===== src/rtl/result_bcd_stage_if.sv =====
// Result-to-display handshake bundle: upstream result input plus the held
// BCD/sign/overflow outputs consumed by the 7-segment driver.
interface result_bcd_stage_if #(
    parameter int DATA_W = 19
);
    logic              in_valid;
    logic [DATA_W-1:0] in_data;
    logic              in_ready;
    logic              busy;
    logic              done;
    logic              neg;
    logic              ovf;
    logic [3:0]        bcd2;
    logic [3:0]        bcd1;
    logic [3:0]        bcd0;
    logic [DATA_W-1:0] disp_value;

    modport master (
        output in_valid, in_data,
        input  in_ready, busy, done, neg, ovf, bcd2, bcd1, bcd0, disp_value
    );

    modport slave (
        input  in_valid, in_data,
        output in_ready, busy, done, neg, ovf, bcd2, bcd1, bcd0, disp_value
    );
endinterface


===== src/rtl/result_bcd_stage.sv =====
// Captures one signed inference result, saturates it to +/-MAX_DISP and
// converts the magnitude to three BCD digits with a sequential
// shift-add-3 engine. Display outputs only change when a conversion ends.
module result_bcd_stage #(
    parameter int DATA_W    = 19,
    parameter int MAX_DISP  = 999,
    parameter int CONV_BITS = 10
) (
    input  logic clk1,
    input  logic reset1,
    result_bcd_stage_if.slave bus
);

    localparam int CNT_W = $clog2(CONV_BITS + 1);
    localparam int SH_W  = 12 + CONV_BITS;
    localparam logic [CNT_W-1:0]     CNT_LAST   = CNT_W'(CONV_BITS - 1);
    localparam logic [DATA_W-1:0]    MAX_WIDE   = DATA_W'(MAX_DISP);
    localparam logic [CONV_BITS-1:0] MAX_NARROW = CONV_BITS'(MAX_DISP);

    typedef enum logic [1:0] {
        ST_IDLE  = 2'd0,
        ST_ABS   = 2'd1,
        ST_SHIFT = 2'd2,
        ST_DONE  = 2'd3
    } state_t;

    // Magnitude in unsigned DATA_W arithmetic: the most negative input maps
    // to 2^(DATA_W-1) without wrapping because the result is unsigned.
    function automatic logic [DATA_W-1:0] abs_mag(input logic [DATA_W-1:0] v);
        logic [DATA_W-1:0] r;
        if (v[DATA_W-1]) begin
            r = (~v) + DATA_W'(1);
        end else begin
            r = v;
        end
        return r;
    endfunction

    // Double-dabble correction: a nibble of 5 or more would overflow past 9
    // after the doubling shift, so pre-add 3.
    function automatic logic [3:0] dabble_adj(input logic [3:0] n);
        logic [3:0] r;
        if (n >= 4'd5) begin
            r = n + 4'd3;
        end else begin
            r = n;
        end
        return r;
    endfunction

    state_t                state_r;
    state_t                state_s;
    logic [DATA_W-1:0]     data_r;
    logic [CONV_BITS-1:0]  bin_r;
    logic [11:0]           bcd_r;
    logic [CNT_W-1:0]      cnt_r;
    logic                  neg_next_r;
    logic                  ovf_next_r;
    logic [CONV_BITS-1:0]  mag_r;

    logic                  in_ready_r;
    logic                  busy_r;
    logic                  done_r;
    logic                  neg_r;
    logic                  ovf_r;
    logic [3:0]            bcd2_r;
    logic [3:0]            bcd1_r;
    logic [3:0]            bcd0_r;
    logic [DATA_W-1:0]     disp_r;

    logic [DATA_W-1:0]     mag_full_s;
    logic                  ovf_s;
    logic [CONV_BITS-1:0]  mag_clamp_s;
    logic [11:0]           adj_s;
    logic [SH_W-1:0]       shift_s;
    logic [DATA_W-1:0]     mag_ext_s;

    // Absolute value, saturation and one shift-add-3 iteration.
    always_comb begin
        mag_full_s  = abs_mag(data_r);
        ovf_s       = (mag_full_s > MAX_WIDE);
        if (ovf_s) begin
            mag_clamp_s = MAX_NARROW;
        end else begin
            mag_clamp_s = mag_full_s[CONV_BITS-1:0];
        end
        adj_s     = {dabble_adj(bcd_r[11:8]), dabble_adj(bcd_r[7:4]), dabble_adj(bcd_r[3:0])};
        shift_s   = {adj_s, bin_r} << 1'b1;
        mag_ext_s = {{(DATA_W-CONV_BITS){1'b0}}, mag_r};
    end

    // Next-state decode for IDLE -> ABS -> SHIFT x CONV_BITS -> DONE.
    always_comb begin
        state_s = state_r;
        case (state_r)
            ST_IDLE: begin
                if (bus.in_valid) begin
                    state_s = ST_ABS;
                end else begin
                    state_s = ST_IDLE;
                end
            end
            ST_ABS: begin
                state_s = ST_SHIFT;
            end
            ST_SHIFT: begin
                if (cnt_r == CNT_LAST) begin
                    state_s = ST_DONE;
                end else begin
                    state_s = ST_SHIFT;
                end
            end
            ST_DONE: begin
                state_s = ST_IDLE;
            end
            default: begin
                state_s = ST_IDLE;
            end
        endcase
    end

    // State register.
    always_ff @(posedge clk1 or posedge reset1) begin
        if (reset1) begin
            state_r <= ST_IDLE;
        end else begin
            state_r <= state_s;
        end
    end

    // Status flags registered from the next state so they line up with it.
    always_ff @(posedge clk1 or posedge reset1) begin
        if (reset1) begin
            in_ready_r <= 1'b1;
            busy_r     <= 1'b0;
            done_r     <= 1'b0;
        end else begin
            in_ready_r <= (state_s == ST_IDLE);
            busy_r     <= (state_s == ST_ABS) || (state_s == ST_SHIFT);
            done_r     <= (state_s == ST_DONE);
        end
    end

    // Conversion datapath and held display outputs (updated on DONE entry).
    always_ff @(posedge clk1 or posedge reset1) begin
        if (reset1) begin
            data_r     <= '0;
            bin_r      <= '0;
            bcd_r      <= 12'd0;
            cnt_r      <= '0;
            neg_next_r <= 1'b0;
            ovf_next_r <= 1'b0;
            mag_r      <= '0;
            neg_r      <= 1'b0;
            ovf_r      <= 1'b0;
            bcd2_r     <= 4'd0;
            bcd1_r     <= 4'd0;
            bcd0_r     <= 4'd0;
            disp_r     <= '0;
        end else begin
            case (state_r)
                ST_IDLE: begin
                    if (bus.in_valid) begin
                        data_r <= bus.in_data;
                    end
                end
                ST_ABS: begin
                    neg_next_r <= data_r[DATA_W-1];
                    ovf_next_r <= ovf_s;
                    mag_r      <= mag_clamp_s;
                    bin_r      <= mag_clamp_s;
                    bcd_r      <= 12'd0;
                    cnt_r      <= '0;
                end
                ST_SHIFT: begin
                    bcd_r <= shift_s[SH_W-1:CONV_BITS];
                    bin_r <= shift_s[CONV_BITS-1:0];
                    cnt_r <= cnt_r + CNT_W'(1);
                    if (cnt_r == CNT_LAST) begin
                        bcd2_r <= shift_s[SH_W-1:SH_W-4];
                        bcd1_r <= shift_s[SH_W-5:SH_W-8];
                        bcd0_r <= shift_s[SH_W-9:SH_W-12];
                        neg_r  <= neg_next_r;
                        ovf_r  <= ovf_next_r;
                        if (neg_next_r) begin
                            disp_r <= -mag_ext_s;
                        end else begin
                            disp_r <= mag_ext_s;
                        end
                    end
                end
                ST_DONE: begin
                    cnt_r <= '0;
                end
                default: begin
                    cnt_r <= '0;
                end
            endcase
        end
    end

    assign bus.in_ready   = in_ready_r;
    assign bus.busy       = busy_r;
    assign bus.done       = done_r;
    assign bus.neg        = neg_r;
    assign bus.ovf        = ovf_r;
    assign bus.bcd2       = bcd2_r;
    assign bus.bcd1       = bcd1_r;
    assign bus.bcd0       = bcd0_r;
    assign bus.disp_value = disp_r;

endmodule


===== src/flat_wrapper.sv =====
// flat-port wrapper written by rule: the top's interface ports become plain ports
module result_bcd_stage_flat 
#(
    parameter int DATA_W    = 19,
    parameter int MAX_DISP  = 999,
    parameter int CONV_BITS = 10
)
  (clk1, reset1, bus_in_valid, bus_in_data, bus_in_ready, bus_busy, bus_done, bus_neg, bus_ovf, bus_bcd2, bus_bcd1, bus_bcd0, bus_disp_value);
  result_bcd_stage_if #(.DATA_W(DATA_W)) bus_i ();
  input  logic clk1;
  input  logic reset1;
  input wire logic [$bits(bus_i.in_valid)-1:0] bus_in_valid;
  input wire logic [$bits(bus_i.in_data)-1:0] bus_in_data;
  output wire logic [$bits(bus_i.in_ready)-1:0] bus_in_ready;
  output wire logic [$bits(bus_i.busy)-1:0] bus_busy;
  output wire logic [$bits(bus_i.done)-1:0] bus_done;
  output wire logic [$bits(bus_i.neg)-1:0] bus_neg;
  output wire logic [$bits(bus_i.ovf)-1:0] bus_ovf;
  output wire logic [$bits(bus_i.bcd2)-1:0] bus_bcd2;
  output wire logic [$bits(bus_i.bcd1)-1:0] bus_bcd1;
  output wire logic [$bits(bus_i.bcd0)-1:0] bus_bcd0;
  output wire logic [$bits(bus_i.disp_value)-1:0] bus_disp_value;
  assign bus_i.in_valid = bus_in_valid;
  assign bus_i.in_data = bus_in_data;
  assign bus_in_ready = bus_i.in_ready;
  assign bus_busy = bus_i.busy;
  assign bus_done = bus_i.done;
  assign bus_neg = bus_i.neg;
  assign bus_ovf = bus_i.ovf;
  assign bus_bcd2 = bus_i.bcd2;
  assign bus_bcd1 = bus_i.bcd1;
  assign bus_bcd0 = bus_i.bcd0;
  assign bus_disp_value = bus_i.disp_value;
  result_bcd_stage #(.DATA_W(DATA_W), .MAX_DISP(MAX_DISP), .CONV_BITS(CONV_BITS)) u_core (.clk1(clk1), .reset1(reset1), .bus(bus_i));
endmodule

===== config.mk =====
export PLATFORM = sky130hd
export DESIGN_NAME = result_bcd_stage_flat
export DESIGN_NICKNAME = d
export VERILOG_FILES = /design/src/rtl/result_bcd_stage_if.sv /design/src/rtl/result_bcd_stage.sv /design/src/flat_wrapper.sv
export SDC_FILE = /design/constraint.sdc
export NUM_CORES = 1
export LEC_CHECK = 0
export CAP_MARGIN = 10
export CORE_UTILIZATION = 55
export CTS_BUF_LIST = sky130_fd_sc_hd__clkbuf_8
export CTS_CLUSTER_SIZE = 14
export DETAILED_ROUTE_END_ITERATION = 10
export PLACE_DENSITY = 0.79
export SLEW_MARGIN = 5
export SYNTH_ARGS = -nofsm -noshare
export SYNTH_HDL_FRONTEND = slang
export SYNTH_SLANG_ARGS = --single-unit

===== constraint.sdc =====
create_clock -name clk1 -period 4 [get_ports clk1]
set_input_delay 0.6 -clock clk1 [delete_from_list [all_inputs] [get_ports clk1]]
set_output_delay 0.6 -clock clk1 [all_outputs]
set_load 0.01 [all_outputs]

# After elaboration in Yosys (flattened, before gate mapping)

Cells that the tools add are included.

Word-level logic and storage cells: 55
Output and inout bits: 36
Register bits: 95
Bits of input ports: 22

Add/subtract/negate cells: 6
Multiplexer cells: 12
Bitwise gates (word level): 1
Equal/unequal tests: 7
Reductions and logical operators: 8
$lt $le $gt $ge: 4

Operators with widths:

| operator                                                           | count |
|---|---|
| two-way mux 19 bit                                                 | 2 |
| case mux 12 bit (2 select lines)                                   | 1 |
| case mux 10 bit (2 select lines)                                   | 1 |
| adder 19 x 1 -> 19 bit (second input constant)                     | 1 |
| > comparator 19 x 10 -> 1 bit (second input constant)              | 1 |
| negation 10 -> 19 bit                                              | 1 |
| inverter 19 bit                                                    | 1 |
| greater-or-equal comparator 4 x 3 -> 1 bit (second input constant) | 3 |
| two-way mux 10 bit                                                 | 1 |
| adder 4 x 2 -> 4 bit (second input constant)                       | 2 |
| == test 2 bit (second input constant)                              | 4 |
| two-way mux 4 bit                                                  | 2 |
| case mux 2 bit (4 select lines)                                    | 1 |
| case mux 4 bit (2 select lines)                                    | 1 |
| adder 4 x 1 -> 4 bit (second input constant)                       | 1 |
| == test 2 x 1 -> 1 bit (second input constant)                     | 2 |
| == test 4 bit (second input constant)                              | 1 |
| logical NOT 2 bit                                                  | 2 |
| AND reduction 2 bit                                                | 2 |
| nonzero test 2 bit                                                 | 2 |
| adder 3 x 2 -> 3 bit (second input constant)                       | 1 |
| two-way mux 3 bit                                                  | 1 |
| two-way mux 1 bit                                                  | 2 |
| OR reduction 2 bit                                                 | 1 |
| logical OR 1 bit                                                   | 1 |

# Logic depth before layout (Yosys ltp)

Depth after elaboration: 6
Gate-level depth with buffers: 10
Depth with buffers taken out: 9

# Worst setup path after synthesis

No wires, ideal clock.

Kind: register -> register
Start point: register u_core.data_r[0]
End point: register u_core.mag_r[1]
Data arrival time: 2509 ps
Cell stages (with the launch flop): 11
Path buffers: 1
Path slack: 1350 ps
Required time: 3859 ps
Cells stage by stage: dfrtp_1 inv_1 ha_1 or3b_2 buf_2 nor3_4 nand2_1 o311ai_0 nand4_4 nor2_4 a31oi_1

Cells in the longest elaborated chain, start to end: 5

Ends and longest elaborated chain:

| item                          | RTL line                | source |
|---|---|---|
| from (decl)                   | result_bcd_stage.sv:53  | `logic [DATA_W-1:0] data_r;` |
| from (signal assigned)        | result_bcd_stage.sv:164 | `data_r <= bus.in_data;` |
| inverter 19 bit               | result_bcd_stage.sv:32  | `r = (~v) + DATA_W'(1);` |
| adder 19 x 1 -> 19 bit        | result_bcd_stage.sv:32  |  |
| two-way mux 19 bit *          | result_bcd_stage.sv:31  | `if (v[DATA_W-1]) begin` |
| > comparator 19 x 10 -> 1 bit | result_bcd_stage.sv:81  | `ovf_s = (mag_full_s > MAX_WIDE);` |
| two-way mux 10 bit *          | result_bcd_stage.sv:82  | `if (ovf_s) begin` |
| to (signal assigned)          | result_bcd_stage.sv:170 | `mag_r <= mag_clamp_s;` |
| to (decl)                     | result_bcd_stage.sv:59  | `logic [CONV_BITS-1:0] mag_r;` |

Mark *: on every way between the ends. The rest lies on a longest branch, timed or not.
A chain may end at the register's enable or synchronous reset.

# Worst setup path in the final report

Start point: register u_core.data_r[0]
End point: register u_core.mag_r[0]

The elaborated chain is that of the path after synthesis.

==> summary.txt <==
Pwr
  • Power Density: 696 nW/µm²
  • Leakage dissipation: 2.37 nW
  • Total power: 3.88 mW
  • Peak supply drop: 0.407 mV

Floorplanning
  • Vert. Die Dim: 94.7 µm
  • Initial core utilization: 0.572
  • Die ar.: 8960 µm²
  • # IOs: 58
  • Placement Rows: 33
  • Core Area: 8260 µm²
  • DIE WIDTH: 94.7 µm

Run status
  • Outcome: finished, final reports clean

Placement
  • I/O Buffers: 57
  • Placed instance area: 5350 µm²
  • GP Congestion: 0.869
  • Final HPWL DP: 6.51 mm
  • Setup slack at placement: 1.02 ns

Detailed routing
  • Post-Route WL: 9.23 mm
  • DRC violations left: 0
  • DRT antenna net count: 0
  • Avg WL per Cell: 15.0 µm
  • Vias post-DR: 3,499
  • Drt first-iter violations: 231
  • Routed vias/inst: 5.70
  • Initial DRT Pass Iterations: 4

CTS
  • H-tree Lvls: 3
  • Bufs on Longest Clock Path: 2
  • Cts bufs inserted: 9
  • Root buffer cell: clkbuf_8
  • CTS clk-pin slew, worst paths: 0.09 ns
  • # Post-CTS Setup Buffers: 0
  • Clock latency on the worst-skew pair: 0.36 ns
  • CTS Sinks: 94
  • Hold buffers post-CTS: 0
  • Post-cts resize count: 0
  • TritonCTS clock tree: built

Run
  • Max-Cap Viols: 0

Cells and area
  • Layout Nets: 543
  • Layout cells sized above 1: 0.114
  • Area grow syn2layout: 18.0%
  • Post-route cell area: 5570 µm²
  • ANT cells: 0

STA
  • Worst-Margin Slew: 0.874 ns
  • PnR worst setup slack: 0.977 ns
  • Headroom to the max-slew limit: 0.418
  • Peak Freq: 331 MHz
  • Final hold viol count: 0
  • RSZ-0062 raised after global routing: false
  • Final min period: 3.02 ns
  • Total negative setup slack: 0 ns
  • Final Skew: 0.0102 ns
  • # setup viols final: 0
  • Final Cycle Share: 0.756
  • Max-slew violation count: 0

Synthesis
  • Ys async rst share: 1.00
  • Top cells by area, synth: dfrtp_1 49%, mux2_2 5.7%, o21ai_0 4.7%, ha_1 4.5%, nand2_1 4.3%
  • Number of synthesized register bits: 94
  • Top cells by count, synth: 93 x dfrtp_1, 54 x nand2_1, 44 x o21ai_0
  • Syn Inst Count: 458
  • Sequential area share after synthesis: 0.498
  • Number of flops mapped to enable cells by yosys: 0
  • Synth Cell Area: 4720 µm²
  • Number of synthesis warnings: 0
  • Synth Net Count: 497
  • Largest area contributor in the netlist: dfrtp_1
  • Synth cell types: 55
  • Most frequent cell after synthesis: dfrtp_1
  • Syn avg cell area: 10.3 µm²
  • Yosys top cell area share: 0.493
  • Synth Flop Type: dfrtp_1

Worst setup path
  • CP required: 4.19 ns
  • WP buf/inv: 1
  • CP max stage cell: or3b_2
  • Worst Path Max Fanout: 9
  • Crit path arrival time: 3.22 ns
  • WP depth: 9
  • Top delay family on crit path: simple AND/OR/NAND/NOR gates
  • Reg2Reg Depth: 9
  • Critical path class: reg2reg
  • Cell chain of the critical path: inv_1 > ha_1 > or3b_2 > nor3_4 > nand2_1 > o311ai_0 > nand4_4 > nor2_4 > a31oi_1
  • Worst setup SP type: flop
  • CP peak stage delay: 0.55 ns
  • Crit end category: flop

Global routing
  • First-pass GRT wire length: 15.6 mm
  • Antenna violations before repair: 0
  • Vias in the first global route: 3,301
  • Largest net degree at the start of global routing: 95
  • Gr usage total: 0.225
  • GRT Residual Overflow: 0

Min path
  • Hold depth: 1
  • Worst hold-check path type: reg2reg
==> sequential cells by signal (all words and copies together), names as in the netlist, 2 cells and up <==
signal                 cells
u_core.bus.disp_value     18
u_core.mag_r              10
u_core.state_r             2
u_core.bcd_r              12
u_core.data_r             19
u_core.bus.bcd1            4
u_core.bus.bcd2            4
u_core.cnt_r               4
u_core.bus.bcd0            4
u_core.bin_r              10
==> cell type report <==
cell class,count,area [µm²]
inverter,20,76.3
fill,654,2690
clock inverter,7,95.1
tap,105,131
timing repair buffer,60,606
multi-input combinational,319,2190
sequential,94,2350
clock buffer,9,124
==> cells in the final DEF, fill, tap and decap left out, types with 6 or more instances in the layout <==
cell             Yosys  final
a21o_1               7      7
o2bb2ai_1            7      7
xor2_1               9      9
nor3_1              15     15
nand3_1              6      6
nand2_1             54     54
a21oi_1             13     13
o21ai_0             44     44
nor3b_1              7      7
xnor2_1             10     10
a31oi_1             10     10
nor2b_1              6      6
ha_1                17     17
dfrtp_1             93     93
nor2_1              26     26
clkbuf_8             0      9
clkdlybuf4s50_1      0     57
mux2_2              24     24
inv_1               20     19
==> metal layers <==
metal / track usage / vias to the layer above / wire length (µm)
li1: - / 1714 / -
met1: 0.304 / 1664 / 4220
met5: 0 / - / 0
met4: 0.0884 / 0 / 155
met2: 0.359 / 108 / 4470
met3: 0.0427 / 13 / 392
==> kinds of logic after synthesis <==
family,count (synthesis),share of synthesized area
fa+ha+maj,17,0.0450
compound gates,111,0.155
xor+xnor,19,0.0352
simple gates,146,0.166
buf+inv,45,0.0387
mux,26,0.0615
flops,94,0.498
==> power by group <==
group / switching, mW / total, mW / internal, mW
clock: 0.342 / 0.696 / 0.354
sequential: 0.350 / 1.59 / 1.24
combinational: 0.849 / 1.59 / 0.737
total: 1.54 / 3.88 / 2.34
==> worst paths after layout <==
kind | slack, ns | start | end
worst max-delay path | 0.98 | u_core.data_r[0] | u_core.mag_r[0]
worst min-delay path | 0.48 | u_core.bus.disp_value[15] | u_core.bus.disp_value[15]
worst max register to register | 0.98 | u_core.data_r[0] | u_core.mag_r[0]
worst min register to register | 0.48 | u_core.bus.disp_value[15] | u_core.bus.disp_value[15]
max in group asynchronous | 2.98 | reset1 | u_core.data_r[1]
min in group asynchronous | 0.66 | reset1 | u_core.bus.disp_value[16]
==> through the flow <==
step | cells | hold slack, ns | util
2_1_floorplan | 458 | 0.440 | -
4_1_cts | 614 | 0.490 | 0.675
3_5_place_dp | 598 | 0.467 | 0.648
5_1_grt | 614 | 0.500 | 0.675
3_3_place_gp | 598 | 0.458 | 0.648
6_report | 614 | 0.483 | 0.675
No activity file was read; power rests on OpenSTA's default activity.
